### src/rtl/div_if.sv
// Handshake bundle between the EX stage and the multi-cycle divider.
interface div_if #(
  parameter int WIDTH = 32
);
  logic                   signed_div_i;
  logic [WIDTH-1:0]       opdata1_i;
  logic [WIDTH-1:0]       opdata2_i;
  logic                   start_i;
  logic                   annul_i;
  logic [2*WIDTH-1:0]     result_o;
  logic                   ready_o;

  modport master (
    output signed_div_i, opdata1_i, opdata2_i, start_i, annul_i,
    input  result_o, ready_o
  );

  modport slave (
    input  signed_div_i, opdata1_i, opdata2_i, start_i, annul_i,
    output result_o, ready_o
  );
endinterface

### src/rtl/div.sv
// Restoring divider for DIV/DIVU: one quotient bit per cycle, result {remainder, quotient}.
module div #(
  parameter int WIDTH = 32
) (
  input  logic  clk,
  input  logic  rst,
  div_if.slave  bus
);

  localparam int            CW        = $clog2(WIDTH + 1);
  localparam logic [CW-1:0] CNT_ZERO  = {CW{1'b0}};
  localparam logic [CW-1:0] CNT_ONE   = {{(CW-1){1'b0}}, 1'b1};
  localparam logic [CW-1:0] CNT_LAST  = CW'(WIDTH);

  typedef enum logic [1:0] {
    S_FREE   = 2'd0,
    S_BYZERO = 2'd1,
    S_ON     = 2'd2,
    S_END    = 2'd3
  } state_t;

  state_t               state_r;
  logic [CW-1:0]        cnt_r;
  logic [2*WIDTH:0]     dividend_r;
  logic [WIDTH-1:0]     divisor_r;
  logic                 signed_r;
  logic                 op1_sign_r;
  logic                 op2_sign_r;
  logic [2*WIDTH-1:0]   result_r;
  logic                 ready_r;

  logic [WIDTH-1:0]     op1_abs_s;
  logic [WIDTH-1:0]     op2_abs_s;
  logic [WIDTH:0]       diff_s;
  logic [2*WIDTH:0]     step_s;
  logic [WIDTH-1:0]     quo_s;
  logic [WIDTH-1:0]     rem_s;

  function automatic logic [WIDTH-1:0] neg2c(input logic [WIDTH-1:0] x);
    return ~x + {{(WIDTH-1){1'b0}}, 1'b1};
  endfunction

  // Operand magnitudes, restoring step and sign-corrected final result.
  always_comb begin
    op1_abs_s = bus.opdata1_i;
    op2_abs_s = bus.opdata2_i;
    if (bus.signed_div_i && bus.opdata1_i[WIDTH-1]) begin
      op1_abs_s = neg2c(bus.opdata1_i);
    end else begin
      op1_abs_s = bus.opdata1_i;
    end
    if (bus.signed_div_i && bus.opdata2_i[WIDTH-1]) begin
      op2_abs_s = neg2c(bus.opdata2_i);
    end else begin
      op2_abs_s = bus.opdata2_i;
    end

    diff_s = {1'b0, dividend_r[2*WIDTH-1:WIDTH]} - {1'b0, divisor_r};
    step_s = dividend_r << 1;
    if (diff_s[WIDTH]) begin
      step_s = dividend_r << 1;
    end else begin
      step_s = {diff_s[WIDTH-1:0], dividend_r[WIDTH-1:0], 1'b1};
    end

    // The remainder follows the dividend's sign, the quotient the XOR of both signs.
    quo_s = dividend_r[WIDTH-1:0];
    rem_s = dividend_r[2*WIDTH:WIDTH+1];
    if (signed_r && (op1_sign_r ^ op2_sign_r)) begin
      quo_s = neg2c(dividend_r[WIDTH-1:0]);
    end else begin
      quo_s = dividend_r[WIDTH-1:0];
    end
    if (signed_r && op1_sign_r) begin
      rem_s = neg2c(dividend_r[2*WIDTH:WIDTH+1]);
    end else begin
      rem_s = dividend_r[2*WIDTH:WIDTH+1];
    end
  end

  // Control FSM with registered result and ready.
  always_ff @(posedge clk or negedge rst) begin
    if (!rst) begin
      state_r    <= S_FREE;
      cnt_r      <= CNT_ZERO;
      dividend_r <= {(2*WIDTH+1){1'b0}};
      divisor_r  <= {WIDTH{1'b0}};
      signed_r   <= 1'b0;
      op1_sign_r <= 1'b0;
      op2_sign_r <= 1'b0;
      result_r   <= {(2*WIDTH){1'b0}};
      ready_r    <= 1'b0;
    end else begin
      case (state_r)
        S_FREE: begin
          ready_r  <= 1'b0;
          result_r <= {(2*WIDTH){1'b0}};
          if (bus.start_i && !bus.annul_i) begin
            signed_r   <= bus.signed_div_i;
            op1_sign_r <= bus.opdata1_i[WIDTH-1];
            op2_sign_r <= bus.opdata2_i[WIDTH-1];
            dividend_r <= {{WIDTH{1'b0}}, op1_abs_s, 1'b0};
            divisor_r  <= op2_abs_s;
            cnt_r      <= CNT_ZERO;
            if (bus.opdata2_i == {WIDTH{1'b0}}) begin
              state_r <= S_BYZERO;
            end else begin
              state_r <= S_ON;
            end
          end else begin
            state_r <= S_FREE;
          end
        end
        S_BYZERO: begin
          state_r  <= S_END;
          ready_r  <= 1'b1;
          result_r <= {(2*WIDTH){1'b0}};
        end
        S_ON: begin
          if (bus.annul_i) begin
            state_r  <= S_FREE;
            ready_r  <= 1'b0;
            result_r <= {(2*WIDTH){1'b0}};
          end else if (cnt_r != CNT_LAST) begin
            dividend_r <= step_s;
            cnt_r      <= cnt_r + CNT_ONE;
          end else begin
            state_r  <= S_END;
            ready_r  <= 1'b1;
            result_r <= {rem_s, quo_s};
          end
        end
        S_END: begin
          if (bus.start_i) begin
            state_r <= S_END;
          end else begin
            state_r  <= S_FREE;
            ready_r  <= 1'b0;
            result_r <= {(2*WIDTH){1'b0}};
          end
        end
        default: begin
          state_r  <= S_FREE;
          ready_r  <= 1'b0;
          result_r <= {(2*WIDTH){1'b0}};
        end
      endcase
    end
  end

  assign bus.result_o = result_r;
  assign bus.ready_o  = ready_r;

endmodule

### src/flat_wrapper.sv
// flat-port wrapper written by rule: the top's interface ports become plain ports
module div_flat 
#(
  parameter int WIDTH = 32
)
  (clk, rst, bus_signed_div_i, bus_opdata1_i, bus_opdata2_i, bus_start_i, bus_annul_i, bus_result_o, bus_ready_o);
  div_if #(.WIDTH(WIDTH)) bus_i ();
  input  logic clk;
  input  logic rst;
  input wire logic [$bits(bus_i.signed_div_i)-1:0] bus_signed_div_i;
  input wire logic [$bits(bus_i.opdata1_i)-1:0] bus_opdata1_i;
  input wire logic [$bits(bus_i.opdata2_i)-1:0] bus_opdata2_i;
  input wire logic [$bits(bus_i.start_i)-1:0] bus_start_i;
  input wire logic [$bits(bus_i.annul_i)-1:0] bus_annul_i;
  output wire logic [$bits(bus_i.result_o)-1:0] bus_result_o;
  output wire logic [$bits(bus_i.ready_o)-1:0] bus_ready_o;
  assign bus_i.signed_div_i = bus_signed_div_i;
  assign bus_i.opdata1_i = bus_opdata1_i;
  assign bus_i.opdata2_i = bus_opdata2_i;
  assign bus_i.start_i = bus_start_i;
  assign bus_i.annul_i = bus_annul_i;
  assign bus_result_o = bus_i.result_o;
  assign bus_ready_o = bus_i.ready_o;
  div #(.WIDTH(WIDTH)) u_core (.clk(clk), .rst(rst), .bus(bus_i));
endmodule
### config.mk
export PLATFORM = sky130hd
export DESIGN_NAME = div_flat
export DESIGN_NICKNAME = d
export VERILOG_FILES = /design/src/rtl/div_if.sv /design/src/rtl/div.sv /design/src/flat_wrapper.sv
export SDC_FILE = /design/constraint.sdc
export NUM_CORES = 1
export LEC_CHECK = 0
export ABC_AREA = 1
export CORE_MARGIN = 8
export CORE_UTILIZATION = 30
export DETAILED_ROUTE_END_ITERATION = 16
export GPL_TIMING_DRIVEN = 0
export PLACE_DENSITY_LB_ADDON = 0.05
export SLEW_MARGIN = 40
export SYNTH_ARGS = -nofsm -noshare
export SYNTH_HDL_FRONTEND = slang
export SYNTH_SLANG_ARGS = --single-unit
### constraint.sdc
create_clock -name clk -period 3.43 [get_ports clk]
set_input_delay 1.029 -clock clk [delete_from_list [all_inputs] [get_ports clk]]
set_output_delay 1.029 -clock clk [all_outputs]
set_load 0.03 [all_outputs]
==> results of run 1 <==
-- layout make-up --
| class | count | share of cell area (%) |
|---|---|---|
| plain buffers | 60 | 1.814 |
| well taps | 592 | 4.590 |
| repair buffers | 136 | 8.791 |
| flip-flops and latches | 173 | 26.82 |
| multi-input cells | 1586 | 47.47 |
| inverters | 297 | 6.908 |
| clock buffers | 19 | 2.744 |
| clock inverters | 12 | 0.8605 |
-- state kept, by name, summed over array words and instances, names as in the netlist --
name / cells
u_core.dividend_r: 65
u_core.bus.result_o: 64
u_core.divisor_r: 32
u_core.cnt_r: 6
u_core.state_r: 2
u_core.bus.ready_o: 1
u_core.op1_sign_r: 1
u_core.op2_sign_r: 1
u_core.signed_r: 1
-- kinds of logic after synthesis --
group	count (synthesis)	synth area share [%]
XOR/XNOR	53	3.465
AND/OR/NAND/NOR	1204	37.89
flip-flops	173	32.31
AO/OA/AOI/OAI	284	11.57
adder cells (fa/ha/maj)	45	4.259
buffers and inverters	357	10.51
-- layer usage --
metal	wire length, um	part of all wire (%)	up-vias
met4	958	1.8	0
met2	22120	42	309
met3	2188	4.2	49
met5	0	0	-
met1	27220	52	6531
li1	-	-	7033
-- final timing paths --
kind	start	to	slack, ns	depth (start not counted)
max in group asynchronous	rst	u_core.divisor_r[4]	2.09	3
worst min-delay path	rst	u_core.dividend_r[54]	0.43	1
min in group clk	u_core.bus.result_o[60]	u_core.bus.result_o[60]	0.48	2
worst max-delay path	bus_opdata1_i[0]	u_core.dividend_r[29]	0.52	12
worst min register to register	u_core.bus.result_o[60]	u_core.bus.result_o[60]	0.48	2
worst max register to register	u_core.dividend_r[33]	u_core.dividend_r[64]	0.82	15
-- where the power goes --
part / total (W) / switching (W) / internal [W]
sequential: 0.00315 / 0.000536 / 0.00261
clock: 0.00200 / 0.000907 / 0.00110
combinational: 0.00594 / 0.00412 / 0.00182
total: 0.0111 / 0.00556 / 0.00553
-- cells in the final DEF (no fill, tap or decap), drive strengths merged, types with 42 or more instances in the layout --
cell type,n
o21ai,151
nand2,743
a21oi,89
nand3,193
dfrtp,173
nor2,195
ha,44
clkbuf,42
clkdlybuf4s50,132
inv,299
-- per-stage QoR --
stage / hold slack [ns] / cell area [um2] / total power, W / cells / setup TNS (ns)
3_3_place_gp: 0.4668 / 15470 / 0.009067 / 2841 / -1182.55
6_report: 0.4307 / 16140 / 0.01110 / 2875 / 0
2_1_floorplan: 0.4489 / 13400 / 0.006890 / 2116 / 0
4_1_cts: 0.4202 / 16140 / 0.01115 / 2875 / 0
5_1_grt: 0.4378 / 16140 / 0.01201 / 2875 / 0
3_5_place_dp: 0.4652 / 15560 / 0.009087 / 2844 / 0
==> reports/qor.csv, run 1 <==
stage;metric;value;unit
timing;unrepaired setup endpoints after global routing;false;
timing;Hold Vio Cnt, Final;0;
synth;syn nets;2230;
power_and_ir_drop;PD cells;687.5;mW/mm2
final_layout;Ant. Diodes;0;
critical_path;Critical Path Fanout Max;5;
route;vias per inst;4.842;
global_routing;total grt overflow;0;
critical_path;CP endpoint kind;flip-flop;
placed_design;IO buf count;133;
synth;cell taking the most area after synthesis;dfrtp_1;
synth;Synth Flop Type;dfrtp_1;
global_routing;global-route wire length before repair;80660;um
die;site row count;77;
final_layout;# fillers;4957;
timing;final worst path period share;84.95;%
route;Wirelength per Cell;18.26;um
clocking;deepest clock path buffer count;2;
global_routing;grt peak-use layer;met1;
die;Initial Util;30.36;%
route;Routed Antenna Nets;0;
die;Die Y-Extent;227.3;um
placed_design;Routability Congestion;0.8912;
timing;Setup WS post-layout;0.5162;ns
synth;Syn. warnings;0;
global_routing;grt met3 use;2.731;%
critical_path;Crit path arrival time;3.22;ns
clocking;CTS tree;built;
synth;Seq cells post-synth;173;
final_layout;layout cells sized above 1;5.300;%
clocking;clk_lat worst skew;0.46;ns
synth;syn avg cell area;6.332;um2
global_routing;Tot GR Track Use;20.51;%
critical_path;kind of critical path;in -> reg;
timing;final setup fails;0;
final_layout;Area Growth Syn to Fin;20.46;%
route;total wire length;52490;um
final_layout;nets;2385;
synth;synth cell count leaders;nand2_1 (727), inv_1 (289), nand3_1 (191), nor2_1 (178), dfrtp_1 (173);
global_routing;GR Util met1;30.70;%
global_routing;initial antenna violation count;1;
synth;Cell Area, Synth;0.01340;mm2
die;Placeable Area;0.04412;mm2
critical_path;slowest CP cell;clkdlybuf4s50_1;
synth;sequential area share after synthesis;32.31;%
die;Die ar.;0.05168;mm2
critical_path;CP required;3.73;ns
route;Vias;13922;
timing;Slew @ Worst Pin;0.6780;ns
placed_design;pre-CTS setup slack;0.07156;ns
global_routing;largest net degree at the start of global routing;52;
global_routing;vias in the first global route;13409;
clocking;hold-fix buffers at CTS;0;
power_and_ir_drop;worst vdd ir;295.4;uV
die;die width;227.3;um
power_and_ir_drop;Pleak;8.384;nW
synth;most common cell in the synthesized netlist;nand2_1;
die;# IOs;134;
placed_design;detailed-placement wirelength estimate;42970;um
worst_hold_path;worst min path class;in -> async;
critical_path;crit-path max cell delay;0.48;ns
clocking;clock-pin slew on the worst setup and hold paths;0.07;ns
timing;Peak Freq;0.3432;GHz
clocking;htree depth;4;
global_routing;met2 usage;30.63;%
critical_path;most frequent CP cell;nand2_1;
clocking;CTS Root Cell;clkbuf_16;
clocking;CTS buffer count;17;
clocking;Gates resized, CTS repair;0;
synth;synth top area cells;dfrtp_1 (32%), nand2_1 (20%), inv_1 (8.1%);
outcome;run status;finished, final reports clean;
critical_path;critical path startpoint category;input pin;
flow_run;max-cap viol count;0;
final_layout;register area;0.004329;mm2
synth;Netlist cell types;45;
timing;fin. max-slew vios;0;
route;1st-iter DRT viols;950;
critical_path;Crit path buffers/inverters;2;
critical_path;Critical Path, Cell by Cell;clkdlybuf4s50_1 -> inv_1 -> ha_1 -> nand2_1 -> nand2_2 -> nand2_1 -> nor3_2 -> nand3_1 -> nand2_1 -> nand3_1 -> nand2_1 -> o21ai_0;
route;DRC errors left;0;
synth;top cell type's share of synthesized area;32.31;%
final_layout;Finished Core Util;36.58;%
timing;minimum clock period;2.914;ns
synth;Async SR Flop Fraction;100.0;%
timing;Relative slew margins;54.80;%
clocking;Post-CTS Setup Inserts;0;
synth;Syn Inst Count;2116;
synth;number of enable flip-flop cells after synthesis;0;
critical_path;family with the most delay on the worst path;simple AND/OR/NAND/NOR gates;
route;Pre-Repair DR Iteration Count;5;
final_layout;Multi-input gate area;0.007661;mm2
timing;Clock Skews;0.01220;ns
clocking;clk sinks;173;
Power figures use the tool's default switching activity.
==> inputs of run 2 (changes only) <==
- clock period: 3.43 -> 2.8 ns (I/O delays scaled with it)
==> reports/qor.csv, run 2 (synthesis gave the netlist of run 1 again) <==
stage;metric;value;unit
final_layout;Design Area, Final;0.01615;mm2
critical_path;Crit path buffers/inverters;2;
die;die width;227.3;um
clocking;CTS buffer count;17;
final_layout;leading cell type in the layout, fill and taps excluded;nand2_1;
power_and_ir_drop;PD cells;843.6;mW/mm2
clocking;clk_lat worst skew;0.46;ns
die;site row count;77;
timing;final worst path period share;96.65;%
route;1st-iter DRT viols;970;
route;DRC errors left;0;
timing;Relative slew margins;53.00;%
route;Vias;13936;
critical_path;critical path startpoint category;input pin;
route;Pre-Repair DR Iteration Count;5;
die;Die Y-Extent;227.3;um
final_layout;register area;0.004329;mm2
clocking;Post-CTS Setup Inserts;0;
die;# IOs;134;
final_layout;layout cells sized above 1;5.607;%
placed_design;IO buf count;133;
final_layout;# fillers;4956;
power_and_ir_drop;worst vdd ir;362.8;uV
final_layout;Ant. Diodes;0;
clocking;deepest clock path buffer count;2;
clocking;htree depth;4;
route;Wirelength per Cell;18.26;um
final_layout;most frequent cells in the layout;nand2_1 (727), inv_1 (288), nand3_1 (191);
critical_path;family with the most delay on the worst path;simple AND/OR/NAND/NOR gates;
timing;Slew @ Worst Pin;0.7050;ns
placed_design;detailed-placement wirelength estimate;42970;um
timing;minimum clock period;2.706;ns
critical_path;most frequent CP cell;nand2_1;
critical_path;crit-path max cell delay;0.48;ns
clocking;CTS tree;built;
timing;fin. max-slew vios;0;
global_routing;vias in the first global route;13409;
timing;Clock Skews;0.01265;ns
global_routing;global-route wire length before repair;80660;um
timing;final setup fails;0;
final_layout;Area Growth Syn to Fin;20.53;%
critical_path;Critical Path, Cell by Cell;clkdlybuf4s50_1 -> inv_1 -> ha_1 -> nand2_1 -> nand2_2 -> nand2_1 -> nor3_2 -> nand3_1 -> nand2_1 -> nand3_1 -> nand2_1 -> o21ai_0;
route;vias per inst;4.847;
timing;Peak Freq;0.3695;GHz
critical_path;kind of critical path;in -> reg;
worst_hold_path;worst min path class;in -> async;
global_routing;total grt overflow;0;
critical_path;Crit path depth;12;
critical_path;reg2reg path depth;16;
flow_run;max-cap viol count;0;
final_layout;nets;2385;
clocking;clock-pin slew on the worst setup and hold paths;0.07;ns
placed_design;placed cells;2844;
power_and_ir_drop;Power Total;0.01362;W
power_and_ir_drop;Pleak;8.399;nW
clocking;hold-fix buffers at CTS;0;
final_layout;Layout Cells excl Fill;2875;
timing;Hold Vio Cnt, Final;0;
global_routing;initial antenna violation count;1;
timing;unrepaired setup endpoints after global routing;false;
final_layout;max reg flops;65;
clocking;clk sinks;173;
timing;Min Hold Slack;0.2405;ns
final_layout;Multi-input gate area;0.007664;mm2
die;Placeable Area;0.04412;mm2
outcome;run status;finished, final reports clean;
die;Die ar.;0.05168;mm2
critical_path;Crit path arrival time;3.02;ns
route;Routed Antenna Nets;0;
placed_design;Routability Congestion;0.8912;
die;Initial Util;30.36;%
critical_path;CP required;3.12;ns
route;total wire length;52500;um
global_routing;Tot GR Track Use;20.51;%
placed_design;dpl cell area;0.01556;mm2
global_routing;largest net degree at the start of global routing;52;
clocking;CTS Root Cell;clkbuf_16;
critical_path;CP endpoint kind;flip-flop;
final_layout;Top reg by flops;u_core.dividend_r;
critical_path;Critical Path Fanout Max;5;
critical_path;slowest CP cell;clkdlybuf4s50_1;
[run 2: final timing paths]
path / start / end / slack (ns)
hold / removal: rst / u_core.dividend_r[54] / 0.24
max in group asynchronous: rst / u_core.divisor_r[2] / 1.65
setup reg to reg: u_core.dividend_r[32] / u_core.dividend_r[64] / 0.23
setup / recovery: bus_opdata1_i[0] / u_core.dividend_r[29] / 0.09
hold reg to reg: u_core.bus.result_o[60] / u_core.bus.result_o[60] / 0.48
min in group clk: u_core.bus.result_o[60] / u_core.bus.result_o[60] / 0.48
[run 2: worst reg2reg max path, cell delays in order (launching register included)]
cell	delay, ns
dfrtp_1	0.32
inv_1	0.09
ha_1	0.21
fa_1	0.37
inv_1	0.17
nand3_1	0.11
nand3_2	0.11
nand2_1	0.07
nand2_2	0.10
nand2_2	0.07
nand2_2	0.08
nand2_4	0.11
nand2_4	0.14
buf_4	0.21
nand3_1	0.10
nand2_1	0.13
nand2_1	0.07
[run 2: area by class of cell]
type | count | area share [%]
sequential | 173 | 26.81
timing repair buffer | 136 | 8.787
clock inverter | 12 | 0.8601
clock buffer | 19 | 2.743
tap | 592 | 4.587
multi-input combinational | 1586 | 47.46
inverter | 297 | 6.904
buffer | 60 | 1.852
[run 2: metal layers]
| metal | routed length [um] | part of all wire, % | global-route usage [%] |
|---|---|---|---|
| met5 | 0 | 0 | 0 |
| met4 | 943 | 1.8 | 5.174 |
| met3 | 2216 | 4.2 | 2.731 |
| met2 | 22150 | 42 | 30.63 |
| met1 | 27190 | 52 | 30.70 |
[run 2: timing repair]
action	in CTS	in global routing
resized for setup	0	10
endpoints found under the setup margin	0	19
endpoints found under the hold margin	0	0
[run 2: report_power, final]
group,internal (W),switching (W),total [W]
Combinational,0.00224,0.00506,0.00730
Sequential,0.00320,0.000657,0.00386
Clock,0.00134,0.00112,0.00246
[run 2: metrics by stage]
| step | setup TNS [ns] | utilization, % | setup slack (ns) |
|---|---|---|---|
| 2_1_floorplan | 0 | - | 0.6952 |
| 3_3_place_gp | -1276.06 | 35.06 | -7.303 |
| 6_report | 0 | 36.60 | 0.09392 |
| 4_1_cts | 0 | 36.58 | 0.1263 |
| 5_1_grt | 0 | 36.60 | 0.01682 |
| 3_5_place_dp | -18.73 | 35.26 | -0.3694 |
